--- config.mk ---
export PLATFORM = sky130hd
export DESIGN_NAME = fetch_realign_buffer_flat
export DESIGN_NICKNAME = d
export VERILOG_FILES = /design/src/rtl/fetch_realign_buffer_if.sv /design/src/rtl/fetch_realign_buffer.sv /design/src/flat_wrapper.sv
export SDC_FILE = /design/constraint.sdc
export NUM_CORES = 1
export LEC_CHECK = 0
export ABC_AREA = 1
export BUFFER_PORTS_ARGS = -buffer_cell sky130_fd_sc_hd__buf_4
export CAP_MARGIN = 30
export CORE_MARGIN = 4
export CORE_UTILIZATION = 60
export DETAILED_ROUTE_END_ITERATION = 7
export GPL_TIMING_DRIVEN = 0
export PLACE_DENSITY = 0.86
export SYNTH_ARGS = -nofsm -noshare
export SYNTH_HDL_FRONTEND = slang
export SYNTH_SLANG_ARGS = --single-unit
--- constraint.sdc ---
create_clock -name CLK -period 9.7 [get_ports CLK]
set_input_delay 1.94 -clock CLK [delete_from_list [all_inputs] [get_ports CLK]]
set_output_delay 1.94 -clock CLK [all_outputs]
set_load 0.005 [all_outputs]
--- src/rtl/fetch_realign_buffer_if.sv ---
// fetch_realign_buffer_if: fetch-side and decode-side handshake bundle for the realign buffer
interface fetch_realign_buffer_if;
  logic [31:0] fetch_req_addr;
  logic        fetch_valid;
  logic [31:0] fetch_addr;
  logic [31:0] fetch_word;
  logic        fetch_ready;
  logic        flush;
  logic [31:0] flush_pc;
  logic        instr_valid;
  logic [31:0] instr;
  logic [31:0] instr_pc;
  logic        instr_compressed;
  logic        instr_ready;
  modport master (
    output fetch_valid, fetch_addr, fetch_word, flush, flush_pc, instr_ready,
    input  fetch_req_addr, fetch_ready, instr_valid, instr, instr_pc, instr_compressed
  );
  modport slave (
    input  fetch_valid, fetch_addr, fetch_word, flush, flush_pc, instr_ready,
    output fetch_req_addr, fetch_ready, instr_valid, instr, instr_pc, instr_compressed
  );
endinterface

--- src/rtl/fetch_realign_buffer.sv ---
// fetch_realign_buffer: halfword queue that realigns fetch words into 16/32-bit instructions
module fetch_realign_buffer #(
  parameter logic [31:0] RESET_PC = 32'h8000_0000
) (
  input logic CLK,
  input logic RST,
  fetch_realign_buffer_if.slave bus
);
  logic [3:0][15:0] hw, sh, hw_n;
  logic [2:0] count, count_n, rem;
  logic [1:0] pop, add;
  logic [31:0] head_pc, fetch_pc;
  logic drop_low, is_c, accept, consume;
  assign is_c = hw[0][1:0] != 2'b11;
  assign bus.instr_valid = is_c ? count >= 3'd1 : count >= 3'd2;
  assign bus.instr = is_c ? {16'h0, hw[0]} : {hw[1], hw[0]};
  assign bus.instr_compressed = is_c;
  assign bus.instr_pc = head_pc;
  assign bus.fetch_req_addr = fetch_pc;
  assign bus.fetch_ready = count <= 3'd2;
  assign accept = bus.fetch_valid && bus.fetch_ready && !bus.flush && bus.fetch_addr == fetch_pc;
  assign consume = bus.instr_valid && bus.instr_ready && !bus.flush;
  assign pop = consume ? (is_c ? 2'd1 : 2'd2) : 2'd0;
  assign add = accept ? (drop_low ? 2'd1 : 2'd2) : 2'd0;
  assign rem = count - {1'b0, pop};
  assign count_n = rem + {1'b0, add};
  assign sh = hw >> {pop, 4'b0000};
  always_comb begin
    for (int i = 0; i < 4; i++)
      hw_n[i] = (accept && 3'(i) == rem) ? (drop_low ? bus.fetch_word[31:16] : bus.fetch_word[15:0]) :
                (accept && !drop_low && 3'(i) == rem + 3'd1) ? bus.fetch_word[31:16] : sh[i];
  end
  always_ff @(posedge CLK) begin
    if (RST) begin
      hw <= '0;
      count <= '0;
      head_pc <= RESET_PC;
      fetch_pc <= {RESET_PC[31:2], 2'b00};
      drop_low <= RESET_PC[1];
    end else if (bus.flush) begin
      count <= '0;
      head_pc <= bus.flush_pc;
      fetch_pc <= {bus.flush_pc[31:2], 2'b00};
      drop_low <= bus.flush_pc[1];
    end else begin
      hw <= hw_n;
      count <= count_n;
      head_pc <= head_pc + {29'b0, pop, 1'b0};
      fetch_pc <= accept ? fetch_pc + 32'd4 : fetch_pc;
      drop_low <= accept ? 1'b0 : drop_low;
    end
  end
endmodule

--- src/flat_wrapper.sv ---
// flat-port wrapper written by rule: the top's interface ports become plain ports
module fetch_realign_buffer_flat 
#(
  parameter logic [31:0] RESET_PC = 32'h8000_0000
)
  (CLK, RST, bus_fetch_valid, bus_fetch_addr, bus_fetch_word, bus_flush, bus_flush_pc, bus_instr_ready, bus_fetch_req_addr, bus_fetch_ready, bus_instr_valid, bus_instr, bus_instr_pc, bus_instr_compressed);
  fetch_realign_buffer_if bus_i ();
  input logic CLK;
  input logic RST;
  input wire logic [$bits(bus_i.fetch_valid)-1:0] bus_fetch_valid;
  input wire logic [$bits(bus_i.fetch_addr)-1:0] bus_fetch_addr;
  input wire logic [$bits(bus_i.fetch_word)-1:0] bus_fetch_word;
  input wire logic [$bits(bus_i.flush)-1:0] bus_flush;
  input wire logic [$bits(bus_i.flush_pc)-1:0] bus_flush_pc;
  input wire logic [$bits(bus_i.instr_ready)-1:0] bus_instr_ready;
  output wire logic [$bits(bus_i.fetch_req_addr)-1:0] bus_fetch_req_addr;
  output wire logic [$bits(bus_i.fetch_ready)-1:0] bus_fetch_ready;
  output wire logic [$bits(bus_i.instr_valid)-1:0] bus_instr_valid;
  output wire logic [$bits(bus_i.instr)-1:0] bus_instr;
  output wire logic [$bits(bus_i.instr_pc)-1:0] bus_instr_pc;
  output wire logic [$bits(bus_i.instr_compressed)-1:0] bus_instr_compressed;
  assign bus_i.fetch_valid = bus_fetch_valid;
  assign bus_i.fetch_addr = bus_fetch_addr;
  assign bus_i.fetch_word = bus_fetch_word;
  assign bus_i.flush = bus_flush;
  assign bus_i.flush_pc = bus_flush_pc;
  assign bus_i.instr_ready = bus_instr_ready;
  assign bus_fetch_req_addr = bus_i.fetch_req_addr;
  assign bus_fetch_ready = bus_i.fetch_ready;
  assign bus_instr_valid = bus_i.instr_valid;
  assign bus_instr = bus_i.instr;
  assign bus_instr_pc = bus_i.instr_pc;
  assign bus_instr_compressed = bus_i.instr_compressed;
  fetch_realign_buffer #(.RESET_PC(RESET_PC)) u_core (.CLK(CLK), .RST(RST), .bus(bus_i));
endmodule
Word level (Yosys, flattened, before mapping)

Index checks and enable logic that the tools add are counted.

Input port bits: 101
Output and inout port bits: 99
Flip-flop bits (word level): 132
Word-level logic and storage cells: 66

Shift-type cells: 1
$lt $le $gt $ge: 3
Reduce and logical (&&, ||, !) cells: 20
Equality and inequality tests: 8
Add/subtract/negate cells: 5
Multiplexer cells: 20

Operator list:

| cell                    | number |
|---|---|
| $mux W16                | 9 |
| $mux W32                | 4 |
| $shr A64 B6 Y64         | 1 |
| $add A32 B3 Y32         | 1 |
| $add A32 B3 Y32 const B | 1 |
| $eq A32 B32 Y1          | 1 |
| $logic_and A1 B1 Y1     | 14 |
| $eq A2 B3 Y1 const A    | 4 |
| $mux W2                 | 4 |
| $eq A1 B3 Y1 const A    | 2 |
| $logic_not A3 Y1        | 2 |
| $add A3 B1 Y3 const B   | 1 |
| $add A3 B2 Y3           | 1 |
| $ge A3 B1 Y1 const B    | 1 |
| $ge A3 B2 Y1 const B    | 1 |
| $le A3 B2 Y1 const B    | 1 |
| $mux W1                 | 3 |
| $sub A3 B2 Y3           | 1 |
| $logic_not A1 Y1        | 2 |
| $ne A2 B2 Y1 const B    | 1 |
| $reduce_bool A2 Y1      | 1 |
| $reduce_or A2 Y1        | 1 |

Depth between registers and ports, before layout

Gate-level depths: netlist of the first run.

Depth in word-level cells: 11
Gate-level depth with buffers: 22
Gate-level depth less buffers: 20

Worst setup path after synthesis of the first run

No wires, ideal clock.

Kind: input to register
Start: in bus_flush
End: reg u_core.hw[22] in the netlist's numbering
Setup time: 0.070 ns
Path buffers: 5
Slack: 3.930 ns
Cell stages on the path: 21
Data required time: 9.630 ns
Data arrival time: 5.700 ns
Cells stage by stage: buf_2 -> inv_2 -> buf_2 -> nand3_4 -> inv_2 -> nand2_1 -> buf_2 -> buf_6 -> inv_1 -> ha_1 -> fa_1 -> xor2_1 -> inv_1 -> ha_1 -> inv_1 -> nor2_1 -> nand4_2 -> buf_4 -> nand2_1 -> nand3_1 -> a21oi_1

Cells in the longest elaborated chain, start to end: 9
Elaborated cells between the ends (all ways): 15
Classes of those cells: add/sub (2); eq/ne (2); shift (1); mux (3); reduce/logical (7)

RTL lines:

| item                 | RTL line                                               | source |
|---|---|---|
| from (decl)          | flat_wrapper.sv:13                                     | `input wire logic [$bits(bus_i.flush)-1:0] bus_flush;` |
| $logic_not A1 Y1     | fetch_realign_buffer.sv:21, fetch_realign_buffer.sv:22 |  |
| $logic_and A1 B1 Y1  | fetch_realign_buffer.sv:22                             | `assign consume = bus.instr_valid && bus.instr_ready && !bus.flush;` |
| $mux W2              | fetch_realign_buffer.sv:23                             | `assign pop = consume ? (is_c ? 2'd1 : 2'd2) : 2'd0;` |
| $sub A3 B2 Y3        | fetch_realign_buffer.sv:25                             | `assign rem = count - {1'b0, pop};` |
| $add A3 B1 Y3        | fetch_realign_buffer.sv:31                             | `(accept && !drop_low && 3'(i) == rem + 3'd1) ? bus.fetch_word[31:16] : sh[i];` |
| $eq A1 B3 Y1         | fetch_realign_buffer.sv:31                             |  |
| $logic_and A1 B1 Y1  | fetch_realign_buffer.sv:31                             |  |
| $mux W16             | fetch_realign_buffer.sv:31                             |  |
| $mux W16             | fetch_realign_buffer.sv:30                             | `hw_n[i] = (accept && 3'(i) == rem) ? (drop_low ? bus.fetch_word[31:16] : bus.fetch_word[15:0]) :` |
| to (signal assigned) | fetch_realign_buffer.sv:46                             | `hw <= hw_n;` |
| to (decl)            | fetch_realign_buffer.sv:9                              | `logic [3:0][15:0] hw, sh, hw_n;` |

Several ways; a longest one is shown, not always the timed one.
A chain may end at the register's enable or synchronous reset.

Worst setup path after layout of the first run

Start: in bus_flush
End: reg u_core.hw[25] in the netlist's numbering

The elaborated chain is that of the path after synthesis.

==> results of run 1 <==
[worst max-delay path: stages]
cell      delay [ps]
buf_2            260
inv_2             70
buf_2            220
nand3_4          220
inv_2            110
nand2_1          180
clkbuf_1         430
inv_1            230
fa_1             470
xor2_1           560
inv_1            250
ha_1             400
inv_1            130
nor2_1           590
nand4_2          290
buf_4            250
nand2_1           60
nand3_1          130
a21oi_1          190
[flip-flops by register name, indices dropped and copies added, names as in the netlist]
register,cells
u_core.bus.instr_pc,32
u_core.hw,64
u_core.bus.fetch_req_addr,30
u_core.drop_low,1
u_core.count,3
[per-stage QoR]
stage | setup slack [ps] | cell area [um2]
floorplan | 3930 | 10100
global placement | 2860 | 11800
detailed placement | 2810 | 11800
CTS | 3250 | 12400
global route | 2780 | 12400
finish | 3060 | 12400
[area by class of cell]
type                       count  area (um2)
tap                          220         275
inverter                     304        1140
multi-input combinational   1177        5800
buffer                        98         546
timing repair buffer         196        1470
sequential                   130        2600
clock inverter                12         111
clock buffer                  19         453
fill                        1347        4130
[cells in the final DEF, fill, tap and decap left out, drive strengths merged, types with 2 or more instances in the layout]
| cell | Yosys | final |
|---|---|---|
| o22ai | 61 | 61 |
| nand3 | 204 | 204 |
| nand4 | 51 | 51 |
| nor3b | 5 | 5 |
| nor3 | 23 | 23 |
| clkbuf | 35 | 54 |
| nor4 | 3 | 3 |
| clkinvlp | 0 | 3 |
| ha | 6 | 6 |
| a31oi | 20 | 20 |
| inv | 290 | 290 |
| xor2 | 37 | 37 |
| nand2 | 487 | 487 |
| fa | 3 | 3 |
| clkinv | 14 | 22 |
| buf | 63 | 259 |
| conb | 1 | 2 |
| nor2 | 130 | 130 |
| dfxtp | 130 | 130 |
| xnor2 | 11 | 11 |
| o21ai | 66 | 66 |
| a21oi | 61 | 61 |
[kinds of logic (layout without fill, tap and decap cells)]
kind of cell / after synthesis / count (layout) / synth area share
adder cells (fa/ha/maj): 9 / 9 / 0.0134
flip-flops: 130 / 130 / 0.258
XOR/XNOR: 48 / 48 / 0.0417
other: 1 / 2 / 0.000372
buffers and inverters: 402 / 629 / 0.167
AND/OR/NAND/NOR: 905 / 905 / 0.400
AO/OA/AOI/OAI: 213 / 213 / 0.119
[how the worst min path moves through the flow]
stage,from,slack (ps),end,cells past startpoint
floorplan,u_core.hw[32],430,u_core.hw[32],2
finish,u_core.hw[52],460,u_core.hw[52],2
detailed placement,u_core.hw[32],440,u_core.hw[32],2
CTS,u_core.hw[32],460,u_core.hw[32],2
global placement,u_core.hw[54],440,u_core.hw[54],2
global route,u_core.hw[32],470,u_core.hw[32],2
[power by group]
group | switching (mW) | internal, mW
clock | 0.266 | 0.364
combinational | 0.121 | 0.0780
sequential | 0.0259 | 0.549
total | 0.412 | 0.992
[metal layers]
metal | GRT usage | vias to the layer above | share of wire
li1 | - | 5851 | -
met1 | 0.585 | 5591 | 0.39
met2 | 0.582 | 1050 | 0.40
met3 | 0.145 | 140 | 0.17
met4 | 0.123 | 0 | 0.032
met5 | 0 | - | 0
==> impl_metrics.env, run 1 <==
export IMPL_status="completed"
export IMPL_synth_seq_cells=130
export IMPL_worstReg2RegStart="u_core.hw[0]"
export IMPL_layout_min_cycle_time_ps=6640
export IMPL_rsz0062_at_grt="no"
export IMPL_fin_setup_tns_ps=0
export IMPL_syn_inst=1708
export IMPL_grt_usage=0.411
export IMPL_crit_type="in -> reg"
export IMPL_dp_hpwl_um=30800
export IMPL_drv_slew=0
export IMPL_startpoint="bus_flush"
export IMPL_fmax_mhz=151
export IMPL_die_y_um=138
export IMPL_clkTransAtPathRegs_ps=60
export IMPL_clock_sinks=130
export IMPL_hp_class="reg -> reg"
export IMPL_postSynthAreaPerCell_um2=5.90
export IMPL_antenna_left=0
export IMPL_remaining_drc_errors=0
export IMPL_portBuffers=196
export IMPL_numCtsBuffers=17
export IMPL_antenna_found_initial=0
export IMPL_postCtsResizedCells=0
export IMPL_via_per_inst=5.86
export IMPL_finalCritPeriodShare=0.684
export IMPL_reg2reg_slack_ps=4360
export IMPL_grt_pass1_wl_um=59900
export IMPL_ys_flop_type="dfxtp_1"
export IMPL_grt_pass1_vias=11175
export IMPL_wl_per_cell_um=18.4
export IMPL_area_growth_syn_to_layout_pct=23.0
export IMPL_worst_setup_path_start_kind="input pin"
export IMPL_clk_latency_ps=440
export IMPL_critical_path_endpoint="u_core.hw[25]"
export IMPL_p_leak_nw=5.91
export IMPL_holdWs_ps=455
export IMPL_critPathRequiredTime_ps=10060
export IMPL_finalNonFillerCells=2156
export IMPL_gp_congestion=1.04
export IMPL_ctsHtreeMaxLevel=4
export IMPL_place_inst=2125
export IMPL_rr_worst_depth=19
export IMPL_initial_core_util=0.610
export IMPL_cap_violations=0
export IMPL_fin_skew_ps=10.3
export IMPL_worstSetupEndpointType="flip-flop"
export IMPL_synth_seq_area_share=0.258
export IMPL_wirelength_um=39700
export IMPL_synth_async_reset_ratio=0
export IMPL_synth_area_um2=10100
export IMPL_crit_fanout=10
export IMPL_finalHoldViolCount=0
export IMPL_cts_tree="built"
export IMPL_yosysWarnings=0
export IMPL_synth_most_common_cell="nand2_1"
export IMPL_worst_slew_pin_slew_ps=1120
export IMPL_vias=12632
export IMPL_total_power_mw=1.40
export IMPL_diodes=0
export IMPL_nNetsFinal=2034
export IMPL_drtIter0Drc=2118
export IMPL_hold_buffers=0
export IMPL_cts_root_buffer="clkbuf_16"
export IMPL_die_w_um=138
export IMPL_rr_endpoint="u_core.hw[25]"
export IMPL_grt_start_max_net_pins=17
export IMPL_synth_edff_count=0
export IMPL_firstDrtPassIters=8
export IMPL_fp_dieArea_um2=18900
export IMPL_overflow=0
export IMPL_design_core_area_um2=16500
export IMPL_synth_cell_types=45
export IMPL_timing_slew_headroom=0.249
export IMPL_synth_area_leader_cell="dfxtp_1"
export IMPL_postCtsSetupBuffers=0
export IMPL_yosys_top_cells_count="nand2_1 (480), inv_1 (268), nand3_1 (198), dfxtp_1 (130), nor2_1 (117)"
export IMPL_crit_arrival_ps=7000
export IMPL_setup_viol=0
export IMPL_drive_gt1_frac=0.178
export IMPL_post_route_util=0.750
export IMPL_synthTopCellsByArea="dfxtp_1 (26%), nand2_1 (18%), inv_1 (10%), nand3_1 (9.8%), nor2_1 (4.4%)"
export IMPL_cellPowerDensity_nw_per_um2=113
export IMPL_clockBufferDepth=2
export IMPL_synth_top_area_frac=0.258
export IMPL_peakVddDrop_v=0.000132
export IMPL_io_pin_count=200
export IMPL_placementRows=47
Power figures use the tool's default switching activity.
==> run 2, diff against run 1 <==
--- a/config.mk
+++ b/config.mk
@@ -5,14 +5,14 @@
 export SDC_FILE = /design/constraint.sdc
 export NUM_CORES = 1
 export LEC_CHECK = 0
-export ABC_AREA = 1
+export ABC_AREA = 0
 export BUFFER_PORTS_ARGS = -buffer_cell sky130_fd_sc_hd__buf_4
 export CAP_MARGIN = 30
 export CORE_MARGIN = 4
-export CORE_UTILIZATION = 60
+export CORE_UTILIZATION = 55
 export DETAILED_ROUTE_END_ITERATION = 7
 export GPL_TIMING_DRIVEN = 0
-export PLACE_DENSITY = 0.86
+export PLACE_DENSITY = 0.81
 export SYNTH_ARGS = -nofsm -noshare
 export SYNTH_HDL_FRONTEND = slang
 export SYNTH_SLANG_ARGS = --single-unit
==> constraint.sdc (replaced) <==
create_clock -name CLK -period 6.25 [get_ports CLK]
set_input_delay 1.25 -clock CLK [delete_from_list [all_inputs] [get_ports CLK]]
set_output_delay 1.25 -clock CLK [all_outputs]
set_load 0.005 [all_outputs]
==> impl_metrics.env, run 2 <==
export IMPL_failed_checks="design-rule violations"
export IMPL_cts_root_buffer="clkbuf_16"
export IMPL_die_w_um=134
export IMPL_worst_slew_pin_slew_ps=1070
export IMPL_layout_common_cells="buf_4 (220), dfxtp_1 (130), nand2_1 (87)"
export IMPL_rsz0062_at_grt="no"
export IMPL_die_y_um=134
export IMPL_postSynthAreaPerCell_um2=7.97
export IMPL_io_pin_count=200
export IMPL_cellPowerDensity_nw_per_um2=206
export IMPL_gp_congestion=0.987
export IMPL_drv_slew=0
export IMPL_cap_violations=0
export IMPL_wirelength_um=34700
export IMPL_initial_core_util=0.567
export IMPL_dp_slack_ps=-2430
export IMPL_largest_register_ffs=64
export IMPL_overflow=0
export IMPL_critPathRequiredTime_ps=6530
export IMPL_nNetsFinal=1421
export IMPL_wl_per_cell_um=22.6
export IMPL_final_common_cell="buf_4"
export IMPL_yosys_top_cells_count="dfxtp_1 (130), nand2_1 (87), clkbuf_1 (66), nor2_1 (60), a21oi_1 (57)"
export IMPL_synth_async_reset_ratio=0
export IMPL_grt_start_max_net_pins=17
export IMPL_diodes=0
export IMPL_synth_seq_area_share=0.299
export IMPL_fin_setup_tns_ps=0
export IMPL_remaining_drc_errors=2
export IMPL_synth_area_leader_cell="dfxtp_1"
export IMPL_design_core_area_um2=15300
export IMPL_grt_pass1_wl_um=53000
export IMPL_area_growth_syn_to_layout_pct=28.1
export IMPL_dp_hpwl_um=25000
export IMPL_drtIter0Drc=1465
export IMPL_firstDrtPassIters=8
export IMPL_top_register="u_core.hw"
export IMPL_ys_flop_type="dfxtp_1"
export IMPL_status="finished, violations left"
export IMPL_total_power_mw=2.29
export IMPL_stdcell_area_um2=11100
export IMPL_clkTransAtPathRegs_ps=60
export IMPL_crit_arrival_ps=6330
export IMPL_fp_dieArea_um2=17900
export IMPL_setup_viol=0
export IMPL_worstSetupEndpointType="flip-flop"
export IMPL_clk_latency_ps=430
export IMPL_drive_gt1_frac=0.239
export IMPL_layout_min_cycle_time_ps=6050
export IMPL_post_route_util=0.727
export IMPL_syn_inst=1090
export IMPL_numCtsBuffers=17
export IMPL_cts_tree="built"
export IMPL_synth_seq_cells=130
export IMPL_synth_most_common_cell="dfxtp_1"
export IMPL_crit_type="in -> reg"
export IMPL_fillers=1253
export IMPL_synthTopCellsByArea="dfxtp_1 (30%), xnor2_1 (5.2%), mux2i_1 (4.1%), nand2_1 (3.8%), a21oi_1 (3.3%)"
export IMPL_peakVddDrop_v=0.000177
export IMPL_synth_area_um2=8690
export IMPL_synth_edff_count=0
export IMPL_synth_top_area_frac=0.299
export IMPL_yosysWarnings=0
export IMPL_antenna_found_initial=0
export IMPL_fin_skew_ps=9.19
export IMPL_worst_setup_path_start_kind="input pin"
export IMPL_portBuffers=196
export IMPL_hp_class="reg -> reg"
export IMPL_ctsHtreeMaxLevel=4
export IMPL_placed_area_um2=10400
export IMPL_placementRows=45
export IMPL_grt_pass1_vias=9612
export IMPL_grt_usage=0.376
export IMPL_crit_fanout=11
export IMPL_clockBufferDepth=2
export IMPL_fmax_mhz=165
export IMPL_layout_setup_ws_ps=200
export IMPL_antenna_left=0
export IMPL_finalHoldViolCount=0
export IMPL_clock_sinks=130
export IMPL_vias=10079
export IMPL_finalCritPeriodShare=0.968
export IMPL_timing_slew_headroom=0.280
export IMPL_p_leak_nw=4.28
export IMPL_synth_cell_types=59
export IMPL_via_per_inst=6.57
-- run 2: where the power goes --
group	switching (mW)	total, mW	internal (mW)
combinational	0.152	0.299	0.147
sequential	0.0515	0.912	0.861
clock	0.390	1.08	0.688
-- run 2: cell type report --
type,instances,area [um2],area share
flip-flops and latches,130,2600,0.234
clock buffers,23,468,0.0420
repair buffers,204,1530,0.137
clock inverters,9,154,0.0138
plain buffers,100,494,0.0444
multi-input cells,825,5500,0.494
inverters,33,124,0.0111
well taps,211,264,0.0237
-- run 2: routing by layer --
metal	part of all wire	global-route usage
met1	0.40	0.506
met2	0.43	0.554
met3	0.13	0.116
met4	0.036	0.163
met5	0	0
-- run 2: path summary, 6_finish.rpt --
path	endpoint	depth (start not counted)	from	slack, ps
setup / recovery	u_core.hw[28]	19	bus_flush	200
hold / removal	u_core.hw[3]	2	u_core.hw[3]	480
setup reg to reg	u_core.hw[28]	17	u_core.hw[1]	790
hold reg to reg	u_core.hw[3]	2	u_core.hw[3]	480
-- run 2: logic make-up after synthesis --
kind of cell	Yosys count	synth area share
XOR/XNOR	69	0.0695
other	1	0.000431
AND/OR/NAND/NOR	358	0.220
buffers and inverters	136	0.0714
AO/OA/AOI/OAI	335	0.261
multiplexers	52	0.0622
flip-flops	130	0.299
adder cells (fa/ha/maj)	9	0.0155
-- run 2: repair_timing --
item                                    4_1_cts  5_1_grt
setup buffers                                 3        1
pin swaps                                     2        1
hold buffers                                  0        0
resized for setup                            12        0
endpoints found under the setup margin       64       20
hold endpoints to repair                      0        0
-- run 2: critical path: stages --
cell	delay (ps)
buf_4	110
clkbuf_2	260
inv_1	260
o311ai_2	250
nor2_2	100
clkbuf_2	300
ha_1	280
fa_1	670
clkbuf_2	350
clkbuf_2	380
nor2_1	100
ha_1	300
nand3b_1	130
a21oi_1	150
and4_1	450
or2_2	180
clkbuf_1	330
buf_2	360
o32ai_1	120
-- run 2: metrics by stage --
| step | instances | hold WS, ps |
|---|---|---|
| floorplan | 1091 | 449 |
| global placement | 1498 | 461 |
| detailed placement | 1500 | 465 |
| global route | 1535 | 511 |
| finish | 1535 | 480 |
| CTS | 1534 | 483 |
